<file path="config.mk">
export PLATFORM = sky130hd
export DESIGN_NAME = alu_cmd_driver
export DESIGN_NICKNAME = d
export VERILOG_FILES = /design/src/rtl/alu_pkg.sv /design/src/rtl/sat_counter.sv /design/src/rtl/alu_cmd_driver.sv
export SDC_FILE = /design/constraint.sdc
export NUM_CORES = 1
export LEC_CHECK = 0
export CAP_MARGIN = 20
export CORE_MARGIN = 4
export CORE_UTILIZATION = 44
export DETAILED_ROUTE_END_ITERATION = 12
export HOLD_SLACK_MARGIN = 0.08
export PLACE_DENSITY_LB_ADDON = 0.2
export SYNTH_ARGS = -nofsm -noshare
export SYNTH_HDL_FRONTEND = slang
export SYNTH_SLANG_ARGS = --single-unit
</file>
<file path="constraint.sdc">
create_clock -name clk -period 4.7 [get_ports clk]
set_clock_uncertainty 0.05 [all_clocks]
set_input_delay 0.47 -clock clk [delete_from_list [all_inputs] [get_ports clk]]
set_output_delay 0.47 -clock clk [all_outputs]
set_load 0.01 [all_outputs]
</file>
<file path="src/rtl/alu_pkg.sv">
// rtl/alu_pkg.sv - shared opcode, flag index and driver state definitions
package alu_pkg;

    typedef enum logic [1:0] {
        OP_ADD = 2'b00,
        OP_SUB = 2'b01,
        OP_MUL = 2'b10,
        OP_DIV = 2'b11
    } alu_op_t;

    typedef enum int unsigned {
        FLG_OVF  = 0,
        FLG_NEG  = 1,
        FLG_ZERO = 2,
        FLG_COUT = 3,
        FLG_DIV0 = 4
    } alu_flag_idx_t;

    typedef enum logic [1:0] {
        ST_IDLE      = 2'd0,
        ST_ISSUE     = 2'd1,
        ST_WAIT_DONE = 2'd2,
        ST_RESP      = 2'd3
    } drv_state_t;

endpackage

</file>
<file path="src/rtl/sat_counter.sv">
// rtl/sat_counter.sv - saturating up-counter with asynchronous active-low clear
module sat_counter #(
    parameter int WIDTH = 16
) (
    input  logic             clk,
    input  logic             rst_n,
    input  logic             inc,
    output logic [WIDTH-1:0] count
);

    // Count up on inc, stick at all-ones instead of wrapping.
    always_ff @(posedge clk or negedge rst_n) begin
        if (!rst_n) begin
            count <= '0;
        end else if (inc && (count != {WIDTH{1'b1}})) begin
            count <= count + WIDTH'(1);
        end
    end

endmodule

</file>
<file path="src/rtl/alu_cmd_driver.sv">
// rtl/alu_cmd_driver.sv - sequences one tagged ALU operation per command with done timeout
module alu_cmd_driver
    import alu_pkg::*;
#(
    parameter int TAG_W          = 4,
    parameter int TIMEOUT_CYCLES = 64,
    parameter int CNT_W          = 16
) (
    input  logic             clk,
    input  logic             rst,
    input  logic             cmd_valid,
    output logic             cmd_ready,
    input  logic [1:0]       cmd_op,
    input  logic [7:0]       cmd_a,
    input  logic [7:0]       cmd_b,
    input  logic [TAG_W-1:0] cmd_tag,
    output logic [1:0]       alu_select,
    output logic [7:0]       alu_a,
    output logic [7:0]       alu_b,
    input  logic [15:0]      alu_result,
    input  logic [4:0]       alu_flags,
    input  logic             alu_done,
    output logic             rsp_valid,
    input  logic             rsp_ready,
    output logic [15:0]      rsp_result,
    output logic [4:0]       rsp_flags,
    output logic             rsp_timeout,
    output logic [TAG_W-1:0] rsp_tag,
    output logic             busy,
    output logic [CNT_W-1:0] cnt_ops,
    output logic [CNT_W-1:0] cnt_timeouts
);

    localparam int TMR_W = $clog2(TIMEOUT_CYCLES + 1);
    localparam logic [TMR_W-1:0] TMR_LAST = TMR_W'(TIMEOUT_CYCLES - 1);

    drv_state_t       state;
    drv_state_t       state_nxt;
    logic [TMR_W-1:0] timer;
    logic             accept;
    logic             rsp_fire;
    logic             timer_expired;

    assign accept        = cmd_valid && cmd_ready;
    assign rsp_fire      = rsp_valid && rsp_ready;
    assign timer_expired = (timer == TMR_LAST);
    assign busy          = (state != ST_IDLE);

    // State register; reset aborts any command in flight without a response.
    always_ff @(posedge clk or negedge rst) begin
        if (!rst) begin
            state <= ST_IDLE;
        end else begin
            state <= state_nxt;
        end
    end

    // Next state plus handshake outputs; IDLE only accepts once the previous done has cleared.
    always_comb begin
        state_nxt = state;
        cmd_ready = 1'b0;
        rsp_valid = 1'b0;
        case (state)
            ST_IDLE: begin
                cmd_ready = !alu_done;
                if (cmd_valid && !alu_done) begin
                    state_nxt = ST_ISSUE;
                end
            end
            ST_ISSUE: begin
                state_nxt = ST_WAIT_DONE;
            end
            ST_WAIT_DONE: begin
                if (alu_done || timer_expired) begin
                    state_nxt = ST_RESP;
                end
            end
            ST_RESP: begin
                rsp_valid = 1'b1;
                if (rsp_ready) begin
                    state_nxt = ST_IDLE;
                end
            end
            default: begin
                state_nxt = ST_IDLE;
            end
        endcase
    end

    // Operand/tag capture at accept, done timer, and response capture; done beats the timer limit.
    always_ff @(posedge clk or negedge rst) begin
        if (!rst) begin
            alu_select  <= '0;
            alu_a       <= '0;
            alu_b       <= '0;
            rsp_tag     <= '0;
            rsp_result  <= '0;
            rsp_flags   <= '0;
            rsp_timeout <= 1'b0;
            timer       <= '0;
        end else begin
            if (accept) begin
                alu_select <= cmd_op;
                alu_a      <= cmd_a;
                alu_b      <= cmd_b;
                rsp_tag    <= cmd_tag;
            end
            if (state == ST_ISSUE) begin
                timer <= '0;
            end
            if (state == ST_WAIT_DONE) begin
                if (alu_done) begin
                    rsp_result  <= alu_result;
                    rsp_flags   <= alu_flags;
                    rsp_timeout <= 1'b0;
                end else if (timer_expired) begin
                    rsp_result  <= '0;
                    rsp_flags   <= '0;
                    rsp_timeout <= 1'b1;
                end else begin
                    timer <= timer + TMR_W'(1);
                end
            end
        end
    end

    sat_counter #(.WIDTH(CNT_W)) u_cnt_ops (
        .clk   (clk),
        .rst_n (rst),
        .inc   (rsp_fire),
        .count (cnt_ops)
    );

    sat_counter #(.WIDTH(CNT_W)) u_cnt_timeouts (
        .clk   (clk),
        .rst_n (rst),
        .inc   (rsp_fire && rsp_timeout),
        .count (cnt_timeouts)
    );

endmodule

</file>
---- Yosys cells after proc, flatten, opt, wreduce, memory -nomap -nowiden ----
Cells that the tools add are included.
cells by class
  add/sub/neg operators ................... 3
  equal/unequal tests ..................... 9
  multiplexer cells ....................... 16
  reductions and logical operators ........ 13
operators with widths
  cell                     count
  $add A16 B1 Y16 const B  2
  $mux W16                 2
  $ne A16 B16 Y1 const B   2
  $mux W7                  4
  $mux W5                  2
  $pmux W2 S4              1
  $add A7 B1 Y7 const B    1
  $eq A7 B6 Y1 const B     1
  $logic_and A1 B1 Y1      6
  $mux W2                  3
  $ne A2 B2 Y1 const B     3
  $eq A2 B2 Y1 const B     2
  $mux W1                  4
  $reduce_bool A2 Y1       2
  $reduce_and A3 Y1        1
  $eq A2 B1 Y1 const B     1
  $logic_not A2 Y1         1
  $reduce_and A2 Y1        1
  $logic_not A1 Y1         1
  $logic_or A1 B1 Y1       1
word-level totals
  register bits ........................... 85
  input port bits ......................... 48
  output and inout port bits .............. 79

---- Longest topological paths before layout ----
  depth in word-level cells ............... 5
  mapped depth ............................ 7
  gate-level depth less buffers ........... 6

---- Hierarchy ----
A second synthesis with hierarchy kept.
unflattened totals
  cells, all modules ...................... 296
  area total of the unflattened synthesis .. 3858.7 um^2
modules (own cells, without submodules)
  module          times used  cells each  area each (um^2)  sequential area each (um^2)
  alu_cmd_driver  1           152         2139.6            1326.3
  sat_counter     2           72          859.6             400.4

---- Worst setup path after synthesis ----
No wires, ideal clock.
  path kind ............................... register to register
  from .................................... register u_cnt_timeouts.count[0]
  to ...................................... register u_cnt_timeouts.count[1]
  setup time .............................. 0.128 ns
  arrival ................................. 1.680 ns
  slack ................................... 2.843 ns
  cell stages (with the launch flop) ...... 7
  clock period less this slack ............ 1.857 ns
  cell sequence ........................... dfrtp_1 -> ha_1 -> and4_1 -> and4b_1 -> buf_2 -> nor2_1 -> mux2_1
between the ends
  longest elaborated chain between the ends .. 2
ends and longest elaborated chain
  item                                                                     RTL line           RTL
  from (decl)                                                              sat_counter.sv:8   output logic [WIDTH-1:0] count
  from (signal assigned)                                                   sat_counter.sv:16  count <= count + WIDTH'(1);
  parallel branches: the longest is 2 deep, another holds $add A16 B1 Y16  n/a
Several ways; the timed one is not identified.
A chain may end at the register's enable or synchronous reset.

---- Final worst setup path ----
  from .................................... register state[0]
  to ...................................... output port cmd_ready
between the ends
  longest elaborated chain between the ends .. 2
ends and longest elaborated chain
  item                    RTL line              RTL
  from (decl)             alu_cmd_driver.sv:37  drv_state_t state;
  from (signal assigned)  alu_cmd_driver.sv:54  state <= state_nxt;
  $logic_not A2 Y1        alu_cmd_driver.sv:63  case (state)
  $mux W1                 alu_cmd_driver.sv:63
  to (decl)               alu_cmd_driver.sv:12  output logic cmd_ready,
No other way between the ends.

==> impl_metrics.json <==
{
  "synth_cells": 310,
  "use_met3": 0.04983,
  "required_ps": 4180,
  "dominantRegCellSynth": "dfrtp_1",
  "die_x_um": 100.6,
  "synth_seq_area_share": 0.5642,
  "core_mm2": 0.008258,
  "synth_nets": 365,
  "num_antenna_cells": 0,
  "crit_cells": 5,
  "totalWireLength_um": 9031,
  "p_per_area_mw_per_mm2": 514.1,
  "max_cap_viol_count": 0,
  "cts_tree": "done",
  "reg2reg_depth": 6,
  "grtUsageMet1": 0.2472,
  "ys_async_sr_fraction": 1.000,
  "ff_latch_area_mm2": 0.002127,
  "die_y_um": 100.6,
  "endpoint_kind": "output pin",
  "rsz0062_at_grt": "no",
  "final_common_cell": "clkdlybuf4s50_1",
  "layout_common_cells": "125 x clkdlybuf4s50_1, 85 x dfrtp_1, 25 x mux2_2",
  "gp_congestion": 0.7913,
  "dieArea_mm2": 0.01011,
  "ctsRootBufferMaster": "clkbuf_8",
  "final-instance-count-excl-fill": 551,
  "grt_pass1_wl_um": 14700,
  "status": "finished clean",
  "synth-edff-count": 0,
  "ant_nets": 0,
  "syn_area_per_cell_um2": 12.16,
  "grt_pass1_vias": 3029,
  "arrival_ps": 1860,
  "fillers": 688,
  "drive_gt1_frac": 0.1211,
  "ioPinCount": 127,
  "tns_ps": 0,
  "crit_fanout": 4,
  "io_buffers": 126,
  "drv_slew": 0,
  "htree_levels": 3,
  "slew_headroom": 0.3984,
  "post_cts_resized": 0,
  "vias_per_cell": 5.350,
  "worst_hold_slack_ps": 443.6,
  "total_power_mw": 2.782,
  "crit_type": "flop to output pin",
  "clk_path_buf_depth": 2,
  "hp-class": "flop to flop",
  "dr_total_vias": 2948,
  "grt_util_met2": 0.2819,
  "synth.area.top_cells": "dfrtp_1 56%, mux2_2 7.5%, a22o_1 4.9%",
  "placed_area_mm2": 0.005122,
  "area.growth.synth_to_final_pct": 43.54,
  "clkSinkCount": 85,
  "clock_latency_ps": 350,
  "grt_max_degree": 86,
  "nets": 496,
  "synth_area_mm2": 0.003770,
  "drc": 0,
  "numCtsBuffers": 9,
  "avgRoutedWirePerCell_um": 16.39,
  "drtIter0Drc": 102,
  "leakage_nw": 2.357,
  "final_area_mm2": 0.005411,
  "cpMostUsedCell": "inv_1",
  "synth_top_area_frac": 0.5642,
  "max_stage_delay_ps": 600,
  "grt_overflow": 0,
  "grtUsageTotal": 0.1842,
  "max_freq_mhz": 420.7,
  "detailedRoute.firstPassIterationCount": 4,
  "yosysTopAreaCell": "dfrtp_1",
  "fin_crit_sh": 0.5057,
  "hold_depth": 1,
  "dp_hpwl_um": 6455,
  "startpoint_type": "flop",
  "path_buf_inv": 3,
  "hold_violations": 0,
  "multi_input_area_mm2": 0.001568,
  "dp.cells": 532,
  "antenna_found_initial": 0,
  "worstMarginPinSlew_ps": 900.3,
  "ir_worst_vdd_mv": 0.3109,
  "path_cells": "inv_1, ha_1, inv_1, nor2_1, clkdlybuf4s50_1",
  "ys_ff_latch": 85,
  "layout_min_cycle_time_ps": 2377,
  "clk_pin_slew_worst_paths_ps": 80,
  "setup_viol": 0,
  "rows": 33,
  "crit_family": "buffers and inverters",
  "synth.distinct_cells": 51,
  "worst_path_max_delay_cell": "clkdlybuf4s50_1",
  "start_util": 0.4565,
  "yosys_warnings": 0,
  "busiest_layer": "met2"
}
power breakdown:
part,internal [mW],switching [mW]
combinational,0.630,0.421
sequential,0.957,0.153
clock,0.368,0.253
final cells by class:
cell class | count | share of cell area
Tap cell | 105 | 0.02428
Inverter | 8 | 0.005549
Multi-Input combinational cell | 207 | 0.2897
Clock buffer | 12 | 0.02682
Timing Repair Buffer | 130 | 0.2430
Sequential cell | 85 | 0.3931
Clock inverter | 4 | 0.01757
registers in the layout (all words and copies together), names as in the netlist:
signal / count
rsp_flags: 5
rsp_tag: 4
u_cnt_timeouts.count: 16
timer: 7
rsp_timeout: 1
state: 2
u_cnt_ops.count: 16
rsp_result: 16
alu_select: 2
alu_a: 8
alu_b: 8
per-layer routing:
metal  share of wire  vias to the layer above
li1                -                     1400
met1            0.44                     1444
met2            0.47                       94
met3           0.073                       10
met4           0.015                        0
met5               0                        -
Yosys cell counts (all sizes together), types with 2 or more instances:
library cell / count
dfrtp: 85
mux2: 27
a22o: 21
nand3: 16
nor2: 16
nand2: 14
nand4: 14
xor2: 13
nor3: 12
xnor2: 9
a21oi: 8
inv: 8
ha: 7
and3: 6
a31oi: 5
buf: 5
clkbuf: 5
nand2b: 4
nor4: 4
and4: 3
or3: 3
and2: 2
nor2b: 2
nor3b: 2
o211ai: 2
o21a: 2
o21ai: 2
cell families (layout without fill, tap and decap cells):
logic type	after synthesis	in the layout	synth area share
XOR/XNOR	22	22	0.05111
multiplexers	28	28	0.08331
flip-flops	85	85	0.5642
AND/OR/NAND/NOR	102	102	0.1583
adder cells (fa/ha/maj)	7	7	0.02323
AO/OA/AOI/OAI	48	48	0.09990
buffers and inverters	18	154	0.01991
final timing paths:
kind	to	startpoint	slack, ps
setup / recovery	cmd_ready	state[0]$_DFFE_PN0P_	2320
hold / removal	u_cnt_timeouts.count[14]$_DFFE_PN0P_	u_cnt_timeouts.count[14]$_DFFE_PN0P_	440
setup reg to reg	alu_b[1]$_DFFE_PN0P_	state[0]$_DFFE_PN0P_	2580
hold reg to reg	u_cnt_timeouts.count[14]$_DFFE_PN0P_	u_cnt_timeouts.count[14]$_DFFE_PN0P_	440
max in group asynchronous	u_cnt_timeouts.count[4]$_DFFE_PN0P_	rst	3420
min in group asynchronous	u_cnt_ops.count[7]$_DFFE_PN0P_	rst	560
per-stage QoR:
| step | worst slack, ps | util |
|---|---|---|
| finish | 2323 | 0.6553 |
| global route | 2171 | 0.6553 |
| CTS | 2293 | 0.6494 |
| detailed placement | 2284 | 0.6203 |
| global placement | 2335 | 0.6203 |
| floorplan | 2843 | - |
repair_timing:
| item | 4_1_cts | 5_1_grt |
|---|---|---|
| hold buffers | 0 | 1 |
| buffers inserted | 0 | 0 |
| hold endpoints to repair | 0 | 33 |
Power figures use the tool's default switching activity.
